### src/rtl/uart_rx_ctrl.sv
// uart_rx_ctrl: x16 tick generator, idle-line arming FSM and byte FIFO for a UART_RX receiver.
// Define UART_RX_CTRL_STATS_EN to add saturating err_cnt/ovr_cnt event counters.
module uart_rx_ctrl #(
  parameter int P_DIV_W      = 16,
  parameter int P_FIFO_DEPTH = 8,
  parameter int P_IDLE_TICKS = 16
) (
  input  logic                            CLK,
  input  logic                            reset,
  input  logic                            enable,
  input  logic [P_DIV_W-1:0]              div,
  input  logic                            serial_in,
  output logic                            x16_BAUD,
  output logic                            rx_reset,
  input  logic [7:0]                      rx_Do,
  input  logic                            rx_valid,
  input  logic                            rx_error,
  output logic [7:0]                      m_data,
  output logic                            m_valid,
  input  logic                            m_ready,
  output logic [$clog2(P_FIFO_DEPTH):0]   fifo_count,
  output logic                            overrun,
  output logic                            frame_err,
`ifdef UART_RX_CTRL_STATS_EN
  output logic [7:0]                      err_cnt,
  output logic [7:0]                      ovr_cnt,
`endif
  input  logic                            clr
);

  localparam int AW = $clog2(P_FIFO_DEPTH);
  localparam int CW = AW + 1;
  localparam int IW = $clog2(P_IDLE_TICKS + 1);

  typedef enum logic [1:0] {S_OFF, S_SYNC, S_RUN} state_t;

  state_t               r_state, w_state_nxt;
  logic [P_DIV_W-1:0]   r_div_l, r_cnt, w_div_eff;
  logic                 w_tick;
  logic [IW-1:0]        r_idle;
  logic                 r_valid_d, r_error_d, w_valid_rise, w_error_rise;
  logic [7:0]           r_mem [P_FIFO_DEPTH];
  logic [AW-1:0]        r_wr_ptr, r_rd_ptr, w_rd_nxt;
  logic [CW-1:0]        r_count;
  logic                 w_empty, w_full, w_pop, w_push, w_drop;
  logic [7:0]           r_m_data;
  logic                 r_overrun, r_frame_err;

  function automatic logic sticky_nxt(input logic cur, input logic set, input logic clear);
    return set | (cur & ~clear);
  endfunction

  // Divisors 0 and 1 both collapse to a tick on every cycle
  assign w_div_eff = (div < P_DIV_W'(2)) ? P_DIV_W'(1) : div;
  assign w_tick    = (r_state != S_OFF) && (r_cnt == r_div_l - P_DIV_W'(1));

  assign w_valid_rise = (r_state == S_RUN) && rx_valid && !r_valid_d;
  assign w_error_rise = (r_state == S_RUN) && rx_error && !r_error_d;

  always_comb begin
    w_state_nxt = r_state;
    case (r_state)
      S_OFF:   if (enable) w_state_nxt = S_SYNC;
      S_SYNC:  if (!enable) w_state_nxt = S_OFF;
               else if (r_idle == IW'(P_IDLE_TICKS)) w_state_nxt = S_RUN;
      S_RUN:   if (!enable) w_state_nxt = S_OFF;
               else if (w_error_rise) w_state_nxt = S_SYNC;
      default: w_state_nxt = S_OFF;
    endcase
  end

  always_ff @(posedge CLK) begin
    if (reset) r_state <= S_OFF;
    else       r_state <= w_state_nxt;
  end

  always_ff @(posedge CLK) begin
    if (reset)                          r_div_l <= P_DIV_W'(1);
    else if (r_state == S_OFF && enable) r_div_l <= w_div_eff;
  end

  always_ff @(posedge CLK) begin
    if (reset || r_state == S_OFF) r_cnt <= '0;
    else if (w_tick)               r_cnt <= '0;
    else                           r_cnt <= r_cnt + P_DIV_W'(1);
  end

  // Idle counter lives only in S_SYNC, so every entry into S_SYNC starts from zero
  always_ff @(posedge CLK) begin
    if (reset || r_state != S_SYNC) r_idle <= '0;
    else if (w_tick) begin
      if (!serial_in)                        r_idle <= '0;
      else if (r_idle != IW'(P_IDLE_TICKS))  r_idle <= r_idle + IW'(1);
    end
  end

  always_ff @(posedge CLK) begin
    if (reset || r_state != S_RUN) begin
      r_valid_d <= 1'b0;
      r_error_d <= 1'b0;
    end else begin
      r_valid_d <= rx_valid;
      r_error_d <= rx_error;
    end
  end

  assign w_empty  = (r_count == '0);
  assign w_full   = (r_count == CW'(P_FIFO_DEPTH));
  assign w_pop    = !w_empty && m_ready;
  assign w_push   = w_valid_rise && (!w_full || w_pop);
  assign w_drop   = w_valid_rise && w_full && !w_pop;
  assign w_rd_nxt = r_rd_ptr + AW'(1);

  always_ff @(posedge CLK) begin
    if (reset) begin
      r_wr_ptr <= '0;
      r_rd_ptr <= '0;
      r_count  <= '0;
    end else begin
      if (w_push) r_wr_ptr <= r_wr_ptr + AW'(1);
      if (w_pop)  r_rd_ptr <= w_rd_nxt;
      case ({w_push, w_pop})
        2'b10:   r_count <= r_count + CW'(1);
        2'b01:   r_count <= r_count - CW'(1);
        default: r_count <= r_count;
      endcase
    end
  end

  always_ff @(posedge CLK) begin
    if (w_push) r_mem[r_wr_ptr] <= rx_Do;
  end

  // Registered head: when the FIFO drains, m_data keeps the last byte handed out
  always_ff @(posedge CLK) begin
    if (reset) r_m_data <= 8'h00;
    else if (w_pop) begin
      if (r_count > CW'(1)) r_m_data <= r_mem[w_rd_nxt];
      else if (w_push)      r_m_data <= rx_Do;
    end else if (w_empty && w_push) begin
      r_m_data <= rx_Do;
    end
  end

  always_ff @(posedge CLK) begin
    if (reset) begin
      r_overrun   <= 1'b0;
      r_frame_err <= 1'b0;
    end else begin
      r_overrun   <= sticky_nxt(r_overrun, w_drop, clr);
      r_frame_err <= sticky_nxt(r_frame_err, w_error_rise, clr);
    end
  end

`ifdef UART_RX_CTRL_STATS_EN
  logic [7:0] r_err_cnt, r_ovr_cnt;

  function automatic logic [7:0] sat_inc8(input logic [7:0] v);
    return (v == 8'hFF) ? v : v + 8'd1;
  endfunction

  always_ff @(posedge CLK) begin
    if (reset) begin
      r_err_cnt <= 8'h00;
      r_ovr_cnt <= 8'h00;
    end else begin
      if (w_error_rise) r_err_cnt <= sat_inc8(r_err_cnt);
      else if (clr)     r_err_cnt <= 8'h00;
      if (w_drop)       r_ovr_cnt <= sat_inc8(r_ovr_cnt);
      else if (clr)     r_ovr_cnt <= 8'h00;
    end
  end

  assign err_cnt = r_err_cnt;
  assign ovr_cnt = r_ovr_cnt;
`endif

  assign x16_BAUD   = w_tick;
  assign rx_reset   = (r_state != S_RUN);
  assign m_data     = r_m_data;
  assign m_valid    = !w_empty;
  assign fifo_count = r_count;
  assign overrun    = r_overrun;
  assign frame_err  = r_frame_err;

endmodule
### config.mk
export PLATFORM = sky130hd
export DESIGN_NAME = uart_rx_ctrl
export DESIGN_NICKNAME = d
export VERILOG_FILES = /design/src/rtl/uart_rx_ctrl.sv
export SDC_FILE = /design/constraint.sdc
export NUM_CORES = 1
export LEC_CHECK = 0
export BUFFER_PORTS_ARGS = -buffer_cell sky130_fd_sc_hd__buf_2
export CELL_PAD_IN_SITES_DETAIL_PLACEMENT = 1
export CELL_PAD_IN_SITES_GLOBAL_PLACEMENT = 1
export CORE_AREA = 2 2 141 143
export DETAILED_ROUTE_END_ITERATION = 10
export DIE_AREA = 0 0 143 145
export HOLD_SLACK_MARGIN = 0.02
export PLACE_DENSITY = 0.52
export SYNTH_ARGS = -nofsm -noshare
export SYNTH_HDL_FRONTEND = slang
export SYNTH_SLANG_ARGS = --single-unit
### constraint.sdc
create_clock -name CLK -period 2.8 [get_ports CLK]
set_input_delay 0.14 -clock CLK [delete_from_list [all_inputs] [get_ports CLK]]
set_output_delay 0.14 -clock CLK [all_outputs]
set_load 0.1 [all_outputs]
# == Word level (Yosys, flattened, before mapping) ==
# Memory sizes are Yosys's and may differ from the RTL's.
# Index checks and enable logic that the tools add are counted.
# classes
addsub,7
n_mul,0
div,0
magnitude_cmp,2
n_eq_ne,15
shift,0
muxes,16
bitwise_logic,5
reduce_logical,29
# ops
cell,count
$mux W8,4
$add A16 B1 Y16 const B,1
$eq A16 B16 Y1,1
$lt A16 B2 Y1 const B,1
$mux W16,1
$sub A16 B1 Y16 const B,1
$logic_and A1 B1 Y1,11
$mux W2,5
$mux W5,2
$pmux W4 S2,1
$add A3 B1 Y3 const B,2
$ne A3 B3 Y1 const B,2
$pmux W2 S3,1
$reduce_bool A2 Y1,3
$add A5 B1 Y5 const B,1
$eq A5 B5 Y1 const B,1
$logic_not A1 Y1,5
$ne A5 B5 Y1 const B,1
$add A4 B1 Y4 const B,1
$eq A2 B1 Y1 const B,2
$eq A2 B2 Y1 const B,2
$eq A4 B4 Y1 const B,1
$gt A4 B1 Y1 const B,1
$logic_not A4 Y1,1
13 further kinds,22
# totals
ff_bits,61
latchBits,0
ram_bits,64
romBits,0
in_bits,32
memories,1
# memory_table
memory,depth,width,rd,rd_ports_with_merged_regs,write_ports,line_no,source
r_mem,8,8,1,0,1,42,logic [7:0] r_mem [P_FIFO_DEPTH];

# == Logic depth before layout (Yosys ltp) ==
# logic_depth
word_depth,8
depth_mapped,11
depth_no_buf,9

# == Worst setup path after synthesis ==
# OpenSTA, ideal clock, no wires.
# synth_path
path_type,reg2reg
start,register r_div_l[0]
end,register r_idle[2]
t_arrival_ns,5.136
slack_ns,-2.412
stages_incl_launch_ff,10
path_buffers,0
synth_period_minus_slack_ns,5.212
path_cell_list,dfxtp_1 -> inv_1 -> ha_1 -> or4b_2 -> o31a_1 -> a211oi_1 -> nand4_1 -> nor4_1 -> nand2_1 -> a21oi_1
# synth_via
elab_chain_cells,4
# synth_lines
item,line_no,source
start: declaration,38,"logic [P_DIV_W-1:0] r_div_l, r_cnt, w_div_eff;"
start signal: assignment,79,else if (r_state == S_OFF && enable) r_div_l <= w_div_eff;
$sub A16 B1 Y16,55,assign w_tick = (r_state != S_OFF) && (r_cnt == r_div_l - P_DIV_W'(1));
$eq A16 B16 Y1,55,
$logic_and A1 B1 Y1,55,
via x16_BAUD,13,"output logic x16_BAUD,"
$reduce_and A2 Y1 (no source line),--,
end signal: assignment,93,else if (r_idle != IW'(P_IDLE_TICKS)) r_idle <= r_idle + IW'(1);
end: declaration,40,logic [IW-1:0] r_idle;
# The timed path passes the listed nets, and every way through them passes these cells.
# A chain may end at the register's enable or synchronous reset.

# == Worst setup path after layout ==
# layout_path
start,register r_div_l[1]
end,output port x16_BAUD
# layout_via
elab_chain_cells,3
# layout_lines
item,line_no
$sub A16 B1 Y16,55
$eq A16 B16 Y1,55
$logic_and A1 B1 Y1,55
end: declaration,13
# No other way between the ends.

==> summary.txt <==
Cells and area
  – Nets: 641
  – Share of post-route cells with drive strength above 1: 27.6%
  – Synth-to-Final Area Change: 30.7%

Logic synthesis
  – Biggest area contributors in the synthesized netlist: sky130_fd_sc_hd__edfxtp_1, sky130_fd_sc_hd__dfxtp_1, sky130_fd_sc_hd__mux4_2
  – Number of nets in the synthesized netlist: 542
  – Adder and majority gate portion of the synthesized area: 1.99%
  – Dominant synthesized flop cell: sky130_fd_sc_hd__edfxtp_1
  – Number of warnings issued by yosys: 0
  – Largest area contributor in the synthesized netlist: sky130_fd_sc_hd__edfxtp_1
  – Number of standard cells after synthesis: 501
  – Number of flops mapped to enable cells by yosys: 64
  – Number of distinct library cells after synthesis: 52
  – Cell area after synthesis: 5660 sq um
  – Post-Synth XOR/XNOR Area: 6.34%
  – Mux share of post-synthesis cell area: 8.66%
  – Post-synthesis compound-gate area fraction: 7.80%
  – Area share of the largest cell type after synthesis: 33.9%
  – Syn_area_per_cell: 11.3 sq um
  – Fraction of the yosys area taken by sequential cells: 55.5%
  – Async S/R FF share, synth: 0%
  – Share of synthesized cell area in and, or, nand and nor gates: 16.9%
  – Combinational family with the most area after synthesis: simple AND/OR/NAND/NOR gates
  – Number of synthesized register bits: 125

Routing
  – Detailed Routing Iterations Pass 1: 4
  – Total vias in the final route: 4,195
  – Post-DR vias/cell: 4.77
  – 1st-iter DRT viols: 148
  – Wire per inst: 17.1 microns
  – Drt drc: 0
  – Overall routed net length: 15,000 microns
  – ANT nets after route: 0

Worst setup path
  – Beginning of the worst register-to-register path: r_div_l[1]
  – Crit. End Element: primary output
  – CP Launch Type: flop
  – Crit Path Category: reg2out
  – Largest fanout on the critical path: 7
  – Worst EP required: 2.66 ns
  – Critical path startpoint: r_div_l[1]
  – CP arrival: 2.80 ns

Timing
  – Setup Viol. Count Final: 20
  – Pin slew with the least headroom to its limit: 0.860 ns
  – Final total negative setup slack: -1.82 ns
  – Achievable Freq: 340 MHz
  – Final worst path period share: 105%
  – Max-Slew Margin vs Limit: 41.9%
  – Unrepaired setup endpoints after global routing: true
  – Slack of the critical path: -0.139 ns
  – Fin Clk Skew: 0.00779 ns
  – Final number of hold-violating endpoints: 0
  – Count of pins over their slew limit: 0
  – Shortest clock period the worst path allows after layout: 2.94 ns

Power and ir drop
  – Clock power frac: 36.9%
  – Total power draw: 5780 uW
  – Pleak: 0.00260 uW
  – Cell internal pwr: 3810 uW
  – Combinational fraction of design power: 27.0%
  – Power per cell area: 780 nW/um^2
  – Switching power total: 1970 uW
  – Maximum vdd ir drop: 0.596 mV
  – Flop pwr share: 36.1%
  – Switching Share: 34.0%

Place
  – Weighted congestion reported at the end of routability-driven placement: 0.771
  – Dpl ws: -0.126 ns
  – DP HPWL: 10,200 microns
  – Port Buffers: 48

Global routing
  – Pin count of the biggest net entering global routing: 26
  – Total Routing Usage GR: 15.3%
  – Vias in the first global route: 4,506
  – First-pass GRT wire length: 24,400 microns
  – Number of antenna violations at the first check in global routing: 1
  – Gr ovfl total: 0

Floorplan
  – Placement row count: 51
  – Die area: 20,700 sq um
  – Area of the core region: 19,200 sq um
  – Die width: 143 microns
  – Number of primary I/O pins: 49
  – Initial Util: 29.5%
  – Die height: 145 microns

Clock network
  – Number of sinks on the clock net: 125
  – Number of buffers on the longest clock path: 2
  – Total CTS buffers: 17
  – Clock-pin slew of the registers on the worst-case setup and hold paths: 0.06 ns
  – Clk Tree Root Cell: sky130_fd_sc_hd__clkbuf_16
  – H-Tree Level Count: 4
  – TritonCTS clock tree: done
  – Clock insertion delay at the later pin of the skew report: 0.41 ns

Outcome
  – Result of the run: finished, violations left
  – Violated checks: negative setup slack

Job
  – Max Cap Viol: 0

Worst hold path
  – Hold path startpoint: rx_Do[6]
  – Tightest Hold Check Type: in2reg
## flip-flops by register name, summed over array words and instances (netlist names)
name        cells
m_data          8
r_idle          5
r_valid_d       1
r_cnt          16
r_error_d       1
fifo_count      4
overrun         1
r_div_l        16
r_mem          64
r_wr_ptr        3
frame_err       1
r_state         2
r_rd_ptr        3
## cell usage after synthesis (all sizes together), types with 7 or more instances
| master | instances |
|---|---|
| clkbuf | 20 |
| or4 | 7 |
| nor2 | 62 |
| mux2i | 13 |
| ha | 9 |
| mux4 | 16 |
| xnor2 | 22 |
| a211oi | 13 |
| nor4 | 9 |
| a21oi | 32 |
| nand2 | 49 |
| o21ai | 10 |
| edfxtp | 64 |
| xor2 | 19 |
| inv | 11 |
| nor3 | 7 |
| dfxtp | 61 |
| nand3 | 16 |
## metal layers
layer	up-vias	track usage, %	wire [microns]
met1	2102	19.1	6800
met3	16	2.81	356
met4	0	5.59	240
met2	55	26.1	7620
li1	2022	-	-
met5	-	0	0
## power by group through the flow
stage	sequential, uW	combinational (uW)	clock [uW]
2_1_floorplan	2520	761	0
3_3_place_gp	2120	1520	0
3_5_place_dp	2120	1540	0
4_1_cts	2090	1580	2180
5_1_grt	2100	1670	2260
6_report	2090	1560	2130
## metrics by stage
step	hold slack, ns	std cells	utilization [%]	cell area (sq um)
6_report	0.0274	879	38.5	7400
5_1_grt	0.0288	878	38.5	7400
4_1_cts	0.0205	877	38.0	7300
3_5_place_dp	0.406	824	33.8	6480
3_3_place_gp	0.400	824	33.8	6480
2_1_floorplan	0.239	501	-	5730
## kinds of logic after synthesis
group | Yosys count
AOI/OAI and AO/OA | 71
adders and majority gates | 9
muxes | 29
DFF | 125
xor gates and xnor gates | 41
buffers and inverters | 37
and+or+nand+nor | 189
## area by class of cell
cell class / count / area [sq um]
fillers: 2089 / 11800
flip-flops and latches: 125 / 3150
multi-input cells: 339 / 2510
repair buffers: 106 / 787
clock buffers: 18 / 429
well taps: 265 / 332
clock inverters: 14 / 146
inverters: 11 / 41.3
diodes: 1 / 2.50
## worst paths after layout
| kind | end | slack, ns | cells after the start |
|---|---|---|---|
| min reg2reg | r_div_l[15] | 0.49 | 2 |
| max reg2reg | r_idle[4] | -0.13 | 7 |
| max | x16_BAUD | -0.14 | 6 |
| min | r_mem[4][6] | 0.03 | 1 |
## worst max-delay path, stage by stage, from the launching register on
cell,delay (ns)
sky130_fd_sc_hd__dfxtp_2,0.34
sky130_fd_sc_hd__or4_4,0.60
sky130_fd_sc_hd__or3_1,0.39
sky130_fd_sc_hd__o31ai_2,0.23
sky130_fd_sc_hd__nand4_1,0.21
sky130_fd_sc_hd__nor4_4,0.40
sky130_fd_sc_hd__buf_12,0.22
## placed cells by master (no fill, tap or decap), types with 8 or more instances in the layout
cell	synthesis	routed
sky130_fd_sc_hd__mux2i_1	13	13
sky130_fd_sc_hd__mux4_2	16	16
sky130_fd_sc_hd__nor2_1	62	55
sky130_fd_sc_hd__xor2_1	19	19
sky130_fd_sc_hd__dfxtp_1	61	55
sky130_fd_sc_hd__edfxtp_1	64	64
sky130_fd_sc_hd__buf_2	2	47
sky130_fd_sc_hd__a21oi_1	32	30
sky130_fd_sc_hd__ha_1	9	8
sky130_fd_sc_hd__nand2_1	49	48
sky130_fd_sc_hd__buf_4	0	35
sky130_fd_sc_hd__inv_1	11	9
sky130_fd_sc_hd__a211oi_1	13	12
sky130_fd_sc_hd__clkbuf_16	0	17
sky130_fd_sc_hd__dlygate4sd3_1	0	19
sky130_fd_sc_hd__xnor2_1	22	22
sky130_fd_sc_hd__nand3_1	16	16
## what timing repair did
action | CTS | global route
setup buffers | 1 | 2
cloned | 1 | 0
resized for setup | 3 | 25
setup endpoints to repair | 20 | 22
pin swaps | 3 | 9
hold endpoints to repair | 33 | 0
hold buffers | 19 | 0
No activity file was read; power rests on OpenSTA's default activity.
